<file path="src/rtl/qlab5_nios2_qsys_0_oci_dct_ctrl.sv">
// DCT trace packer: shifts 2-bit codes into a 30-bit word and hands words to the trace store.
// Optional idle auto-flush of partial words when QLAB5_DCT_AUTOFLUSH_EN is defined.
module qlab5_nios2_qsys_0_oci_dct_ctrl #(
  parameter int SLOT_W = 2,
  parameter int SLOTS = 15,
  parameter int CNT_W = 4
`ifdef QLAB5_DCT_AUTOFLUSH_EN
  ,
  parameter int IDLE_TIMEOUT = 64
`endif
) (
  input  logic                     clk,
  input  logic                     reset_n,
  input  logic                     trc_on,
  input  logic                     dct_in_valid,
  input  logic [SLOT_W-1:0]        dct_in_code,
  output logic                     dct_in_ready,
  input  logic                     flush_req,
  output logic [SLOT_W*SLOTS-1:0]  dct_buffer,
  output logic [CNT_W-1:0]         dct_count,
  output logic                     out_valid,
  output logic [SLOT_W*SLOTS-1:0]  out_data,
  output logic [CNT_W-1:0]         out_count,
  input  logic                     out_ready,
  output logic                     overflow,
  output logic                     trace_ended
);

  localparam int BW = SLOT_W * SLOTS;

  typedef enum logic [1:0] {RUN, FLUSH, ENDED} state_t;

  state_t state, state_n;
  logic out_free, run, accept, full_held, ld;
  logic ovf_n, ended_n;
  logic [BW-1:0] shifted, buf_n, ld_data;
  logic [CNT_W-1:0] cnt_n, ld_cnt, cnt_inc;

  assign out_free = !out_valid || out_ready;
  assign run = state == RUN;
  assign full_held = dct_count == CNT_W'(SLOTS);
  assign dct_in_ready = reset_n && run && trc_on
                        && (dct_count < CNT_W'(SLOTS) || out_free);
  assign accept = dct_in_valid && dct_in_ready;
  assign shifted = {dct_buffer[BW-SLOT_W-1:0], dct_in_code};
  assign cnt_inc = dct_count + CNT_W'(1);

`ifdef QLAB5_DCT_AUTOFLUSH_EN
  localparam int IW = $clog2(IDLE_TIMEOUT + 1);
  logic [IW-1:0] idle;
  logic idle_hit;

  assign idle_hit = run && trc_on && !accept && dct_count != '0
                    && idle == IW'(IDLE_TIMEOUT - 1);
`endif

  always_comb begin
    ld = 1'b0;
    ld_data = dct_buffer;
    ld_cnt = dct_count;
    buf_n = dct_buffer;
    cnt_n = dct_count;
    state_n = state;
    ended_n = trace_ended;
    ovf_n = overflow || (dct_in_valid && !dct_in_ready && run);
    if (!trc_on) begin
      buf_n = '0;
      cnt_n = '0;
      state_n = RUN;
      ended_n = 1'b0;
      ovf_n = 1'b0;
    end else begin
      case (state)
        RUN: begin
          // a held full word leaves first; a same-cycle code starts the next word
          if (full_held && out_free) begin
            ld = 1'b1;
            ld_cnt = CNT_W'(SLOTS);
            buf_n = accept ? BW'(dct_in_code) : '0;
            cnt_n = accept ? CNT_W'(1) : '0;
          end else if (accept && cnt_inc == CNT_W'(SLOTS) && out_free) begin
            ld = 1'b1;
            ld_data = shifted;
            ld_cnt = cnt_inc;
            buf_n = '0;
            cnt_n = '0;
          end else if (accept) begin
            buf_n = shifted;
            cnt_n = cnt_inc;
          end
`ifdef QLAB5_DCT_AUTOFLUSH_EN
          else if (idle_hit && out_free) begin
            ld = 1'b1;
            buf_n = '0;
            cnt_n = '0;
          end
`endif
          if (flush_req) state_n = FLUSH;
        end
        FLUSH: begin
          if (dct_count != '0 && out_free) begin
            ld = 1'b1;
            buf_n = '0;
            cnt_n = '0;
          end else if (dct_count == '0 && !out_valid) begin
            state_n = ENDED;
            ended_n = 1'b1;
          end
        end
        default: ;
      endcase
    end
  end

  always_ff @(posedge clk or negedge reset_n) begin
    if (!reset_n) begin
      state <= RUN;
      dct_buffer <= '0;
      dct_count <= '0;
      out_valid <= 1'b0;
      out_data <= '0;
      out_count <= '0;
      overflow <= 1'b0;
      trace_ended <= 1'b0;
    end else begin
      state <= state_n;
      dct_buffer <= buf_n;
      dct_count <= cnt_n;
      overflow <= ovf_n;
      trace_ended <= ended_n;
      if (ld) begin
        out_valid <= 1'b1;
        out_data <= ld_data;
        out_count <= ld_cnt;
      end else if (out_ready) begin
        out_valid <= 1'b0;
      end
    end
  end

`ifdef QLAB5_DCT_AUTOFLUSH_EN
  always_ff @(posedge clk or negedge reset_n) begin
    if (!reset_n) begin
      idle <= '0;
    end else if (!run || !trc_on || accept || ld || dct_count == '0) begin
      idle <= '0;
    end else if (idle != IW'(IDLE_TIMEOUT - 1)) begin
      idle <= idle + IW'(1);
    end
  end
`endif

endmodule
</file>
<file path="config.mk">
export PLATFORM = sky130hd
export DESIGN_NAME = qlab5_nios2_qsys_0_oci_dct_ctrl
export DESIGN_NICKNAME = d
export VERILOG_FILES = /design/src/rtl/qlab5_nios2_qsys_0_oci_dct_ctrl.sv
export SDC_FILE = /design/constraint.sdc
export NUM_CORES = 1
export LEC_CHECK = 0
export CAP_MARGIN = 20
export CORE_UTILIZATION = 45
export CTS_CLUSTER_SIZE = 30
export DETAILED_ROUTE_END_ITERATION = 7
export GPL_ROUTABILITY_DRIVEN = 0
export PLACE_DENSITY = 0.73
export SLEW_MARGIN = 20
export SYNTH_ARGS = -nofsm -noshare
export SYNTH_HDL_FRONTEND = slang
export SYNTH_SLANG_ARGS = --single-unit
</file>
<file path="constraint.sdc">
create_clock -name clk -period 4.2 [get_ports clk]
set_clock_uncertainty 0.1 [all_clocks]
set_input_delay 1.05 -clock clk [delete_from_list [all_inputs] [get_ports clk]]
set_output_delay 1.05 -clock clk [all_outputs]
set_load 0.01 [all_outputs]
</file>
==> results of run 1 <==
[worst max-delay path, cell delays in order]
cell	delay (ps)
clkdlybuf4s50_1	460
nand2b_1	160
o21ai_0	140
nor3_1	190
clkdlybuf4s50_1	580
[flip-flops by register name, indices dropped and copies added (netlist names)]
name and cells:
out_data 30, state 2, trace_ended 1, out_valid 1, overflow 1, dct_count 4, out_count 4, dct_buffer 30
[final timing paths]
path	start	endpoint	slack [ps]	cells past startpoint
worst min register to register	trace_ended$_DFFE_PN0P_	trace_ended$_DFFE_PN0P_	410	1
max in group asynchronous	reset_n	dct_count[2]$_DFFE_PN0P_	2530	2
worst min-delay path	trace_ended$_DFFE_PN0P_	trace_ended$_DFFE_PN0P_	410	1
worst max-delay path	out_ready	dct_in_ready	480	5
min in group asynchronous	reset_n	out_data[2]$_DFFE_PN0P_	430	1
worst max register to register	dct_count[1]$_DFFE_PN0P_	out_count[0]$_DFFE_PN0P_	1180	9
[cell families after synthesis]
| group | share of synthesized area |
|---|---|
| AO/OA/AOI/OAI | 0.273 |
| flip-flops | 0.542 |
| buffers and inverters | 0.102 |
| AND/OR/NAND/NOR | 0.0646 |
| adder cells (fa/ha/maj) | 0.0148 |
| multiplexers | 0.00334 |
[power groups by stage]
stage	sequential, uW	combinational, uW	clock [uW]
global placement	1050	1050	0
floorplan	1120	513	0
CTS	1040	1070	693
global route	1060	1170	727
detailed placement	1050	1070	0
finish	1040	1060	679
[routing by layer]
| metal | up-vias | part of all wire |
|---|---|---|
| li1 | 1200 | - |
| met1 | 1284 | 0.48 |
| met2 | 73 | 0.46 |
| met3 | 12 | 0.035 |
| met4 | 0 | 0.018 |
| met5 | - | 0 |
[placed cells by master (no fill, tap or decap), types with 2 or more instances in the layout]
master           Yosys  routed
inv_6                0       2
a22o_1              32      32
buf_4                0       7
clkinv_4             0       2
nor2_1               8       8
ha_1                 4       4
clkdlybuf4s50_1      0      78
nand3_1              3       3
o22ai_1             31      31
o21ai_0              5       5
clkbuf_8             5       9
a21oi_1              6       6
bufinv_16            0       3
nand2_1              4       4
a31o_2               2       2
nor2b_1              2       2
inv_1               37      37
nor3_1               7       7
a21oi_2             29      29
dfrtp_1             73      73
nand2b_1             3       3
[metrics by stage]
step            util  setup slack (ps)
3_3_place_gp   0.570               475
2_1_floorplan      -              1310
5_1_grt        0.604               365
3_5_place_dp   0.570               489
6_report       0.604               475
4_1_cts        0.604               469
[final cells by class]
| cell class | count | share of cell area |
|---|---|---|
| flip-flops and latches | 73 | 0.417 |
| multi-input cells | 158 | 0.275 |
| repair buffers | 85 | 0.190 |
| inverters | 38 | 0.0331 |
| clock inverters | 7 | 0.0285 |
| clock buffers | 9 | 0.0283 |
| well taps | 99 | 0.0283 |
==> results.py, run 1 <==
metrics = {
    "route": {
        "vias": 2569,
        "wl_per_cell_um": 16.3,
        "drtPass1Iterations": 4,
        "remaining_drc_errors": 0,
        "wl_um": 7640,
        "first_iter_violations": 152,
        "ant_nets": 0,
        "viasPerCell": 5.48,
    },
    "pwr": {
        "cellLeakagePower_uw": 0.00199,
        "p_per_area_mw_per_mm2": 634,
        "power.ir.vdd_worst_uv": 280,
        "clkPwrFrac": 0.245,
        "power.share.switching": 0.332,
        "seq_power_share": 0.374,
        "total_power_uw": 2780,
        "netSwitchingPower_uw": 922,
        "intPower_uw": 1860,
        "pwr-share-comb": 0.382,
    },
    "final_layout": {
        "drive_above_1_share": 0.176,
        "fillerInstances": 633,
        "synthToLayoutAreaGrowth_pct": 30.0,
        "regArea_sq_mm": 0.00183,
        "multiInputGateArea_sq_mm": 0.00121,
        "post_layout_nonfiller_instances": 469,
        "finalNetCount": 377,
        "final_area_sq_mm": 0.00438,
        "diodes": 0,
    },
    "floorplanning": {
        "die_x_um": 88.6,
        "pin_count": 80,
        "die_y_um": 88.6,
        "start_util": 0.465,
        "core_sq_mm": 0.00725,
        "dieArea_sq_mm": 0.00784,
        "placementRows": 31,
    },
    "timing": {
        "slew_violations": 0,
        "rsz0062_at_grt": "false",
        "finalCritPeriodShare": 0.887,
        "fin_crit_ps": 3720,
        "maxSlewHeadroom": 0.452,
        "hold_violations": 0,
        "holdWs_ps": 413,
        "setup_violations": 0,
        "tightest_slew_ps": 822,
        "tns_ps": 0,
        "max_freq_mhz": 268,
    },
    "clocking": {
        "ctsHoldBuffers": 0,
        "postCtsSetupBuffers": 0,
        "cts_tree": "yes",
        "ctsResizeCount": 0,
        "cts_root_buffer": "clkbuf_8",
        "clock_latency_ps": 350,
        "clock-sinks": 73,
        "cts_max_path_buffers": 2,
        "cts_max_level": 3,
        "cts-buffers-inserted": 9,
        "clkTransAtPathRegs_ps": 80,
    },
    "global_routing": {
        "grt_pass1_vias": 2566,
        "use_met3": 0.0308,
        "use_met2": 0.338,
        "antenna_found_initial": 0,
        "track_usage": 0.216,
        "grt_pass1_wl_um": 12800,
        "grt.overflow.total": 0,
        "busiest_layer": "met2",
        "grt_start_max_net_pins": 68,
        "met1_usage": 0.304,
    },
    "placement": {
        "io_buffers": 79,
        "dp.cells": 453,
        "placed_cell_area_sq_mm": 0.00414,
        "place.detailed.hpwl_um": 4980,
    },
    "setup_path": {
        "path_class": "in2out",
        "path_max_fanout": 4,
        "cp.required_ps": 3050,
        "crit_arrival_ps": 2570,
        "worst_setup_path_start_kind": "primary input",
        "end_kind": "primary output",
    },
    "synthesis": {
        "yosysMostFrequentCell": "dfrtp_1",
        "ys_seq_elements": 73,
        "synthTopCellsByCount": "dfrtp_1 (73), inv_1 (37), a22o_1 (32)",
        "synth_edf_count": 0,
        "netlist_instances": 289,
        "syn_avg_cell_area_sq_um": 11.7,
        "syn_nets": 301,
        "synth_top_area_share": 0.542,
        "mappedNetlistArea_sq_mm": 0.00337,
        "ys_top_cells_by_area": "dfrtp_1 (54%), a22o_1 (8.3%), a21oi_2 (7.5%)",
        "yosys_warnings": 0,
        "async_reset_ff_frac": 1.00,
        "synth_flop_cell": "dfrtp_1",
        "ys_types": 43,
        "yosys.area.top_type": "dfrtp_1",
        "synth-seq-area-share": 0.542,
    },
    "hold_path": {
        "hp-class": "reg2reg",
    },
    "outcome": {
        "status": "finished, final reports clean",
    },
    "job": {
        "maxCapViolCount": 0,
    },
}
Note: power is estimated with default switching activity, not from simulation.
==> run 2: changes to the inputs <==
Settings changed: GPL_ROUTABILITY_DRIVEN 0 to default, PLACE_DENSITY 0.73 to 0.77.
==> run 2 against run 1 <==
Net effect: sequential power hardly changed; wire length is 2.4% lower; clock power fell by 4.3%; first-iteration DRC count grew 26%; global-route usage shrank 1.2 points; die area unchanged; largest cell class unchanged.
==> results.py, run 2 (synthesis gave the netlist of run 1 again) <==
metrics = {
    "global_routing": {
        "use_met2": 0.315,
        "grt_start_max_net_pins": 64,
        "use_met3": 0.0299,
        "grt_pass1_vias": 2435,
        "met1_usage": 0.290,
        "busiest_layer": "met2",
        "track_usage": 0.205,
        "antenna_found_initial": 0,
        "grt_pass1_wl_um": 12200,
        "grt.overflow.total": 0,
    },
    "pwr": {
        "total_power_uw": 2750,
        "p_per_area_mw_per_mm2": 628,
        "power.ir.vdd_worst_uv": 324,
        "cellLeakagePower_uw": 0.00198,
    },
    "job": {
        "maxCapViolCount": 0,
    },
    "final_layout": {
        "finalNetCount": 376,
        "diodes": 0,
        "fillerInstances": 612,
        "drive_above_1_share": 0.168,
        "synthToLayoutAreaGrowth_pct": 29.8,
        "top_regs": "dct_buffer: 30 flops, out_data: 30 flops",
        "layout_common_cells": "clkdlybuf4s50_1 (78), dfrtp_1 (73), inv_1 (37), a22o_1 (32), o22ai_1 (31)",
        "layout_commonest_cell": "clkdlybuf4s50_1",
    },
    "floorplanning": {
        "dieArea_sq_mm": 0.00784,
        "placementRows": 31,
        "die_y_um": 88.6,
        "start_util": 0.465,
        "pin_count": 80,
        "die_x_um": 88.6,
        "core_sq_mm": 0.00725,
    },
    "timing": {
        "tightest_slew_ps": 776,
        "holdWs_ps": 403,
        "hold_violations": 0,
        "rsz0062_at_grt": "false",
        "maxSlewHeadroom": 0.483,
        "fin_crit_ps": 3710,
        "finalCritPeriodShare": 0.883,
        "tns_ps": 0,
        "slew_violations": 0,
        "max_freq_mhz": 270,
        "setup_violations": 0,
    },
    "clocking": {
        "cts_max_level": 3,
        "cts_max_path_buffers": 2,
        "cts_root_buffer": "clkbuf_8",
        "cts_tree": "yes",
        "clkTransAtPathRegs_ps": 70,
        "clock_latency_ps": 340,
        "ctsHoldBuffers": 0,
        "ctsResizeCount": 0,
        "postCtsSetupBuffers": 0,
        "clock-sinks": 73,
        "cts-buffers-inserted": 9,
    },
    "outcome": {
        "status": "finished, final reports clean",
    },
    "route": {
        "ant_nets": 0,
        "wl_um": 7460,
        "drtPass1Iterations": 4,
        "viasPerCell": 5.41,
        "remaining_drc_errors": 0,
        "wl_per_cell_um": 15.9,
        "vias": 2532,
        "first_iter_violations": 191,
    },
    "hold_path": {
        "hp-class": "reg2reg",
        "holdPathStages": 1,
    },
    "setup_path": {
        "rrSetupSlack_ps": 1190,
        "end_kind": "primary output",
        "cp.required_ps": 3050,
        "slowest_stage": "clkdlybuf4s50_1",
        "critPathMaxStageDelay_ps": 570,
        "crit_arrival_ps": 2560,
        "worst-path-stages": 5,
        "crit_family": "buffers and inverters",
        "worstPathCellList": "clkdlybuf4s50_1 > nand2b_1 > o21ai_0 > nor3_1 > clkdlybuf4s50_1",
        "critPathBufInv": 2,
        "critPathLaunch": "out_ready",
        "crit_top_cell": "clkdlybuf4s50_1",
        "path_class": "in2out",
        "worst_setup_path_start_kind": "primary input",
        "cp-endpoint": "dct_in_ready",
        "r2r_cells": 9,
        "path_max_fanout": 4,
        "timing.rr.start": "dct_count[1]$_DFFE_PN0P_",
        "timing.rr.end": "out_count[0]$_DFFE_PN0P_",
    },
    "placement": {
        "place.detailed.hpwl_um": 4870,
        "io_buffers": 79,
        "gp_congestion": 0.905,
    },
}
==> run 2: changes by cell type in the layout (fill, tap and decap cells not counted), sizes merged <==
cell    before  now
inv         40   38
clkbuf       9   11
buf          7    6
==> run 2: worst min-delay path by stage <==
stage	from	end	slack [ps]
after floorplan	trace_ended$_DFFE_PN0P_	trace_ended$_DFFE_PN0P_	430
after global placement	trace_ended$_DFFE_PN0P_	trace_ended$_DFFE_PN0P_	390
after detailed placement	out_count[1]$_DFFE_PN0P_	out_count[1]$_DFFE_PN0P_	390
after CTS	trace_ended$_DFFE_PN0P_	trace_ended$_DFFE_PN0P_	410
after global routing	out_count[1]$_DFFE_PN0P_	out_count[1]$_DFFE_PN0P_	430
final	out_count[1]$_DFFE_PN0P_	out_count[1]$_DFFE_PN0P_	400
==> run 2: layout make-up <==
cell class	count	area, sq um	area share
Multi-Input combinational cell	158	1210	0.276
Timing Repair Buffer	84	838	0.192
Clock inverter	5	104	0.0237
Inverter	38	145	0.0332
Sequential cell	73	1830	0.417
Clock buffer	11	131	0.0300
Tap cell	99	124	0.0283
==> run 2: power by group <==
part           switching [uW]  total (uW)  internal [uW]  leakage (uW)
logic                     501        1060            559      0.000925
registers                 140        1040            899      0.000942
clock network             255         650            395      0.000118
==> run 2: through the flow <==
step	area, sq um	setup slack, ps	util	std cells
floorplan	3370	1310	-	289
global placement	4140	498	0.571	452
detailed placement	4140	514	0.571	452
CTS	4380	490	0.603	468
global route	4380	385	0.603	468
finish	4380	493	0.603	468
==> run 2: layer usage <==
| layer | share of wire | wire (um) |
|---|---|---|
| met1 | 0.49 | 3620 |
| met2 | 0.45 | 3340 |
| met3 | 0.045 | 336 |
| met4 | 0.021 | 159 |
| met5 | 0 | 0 |
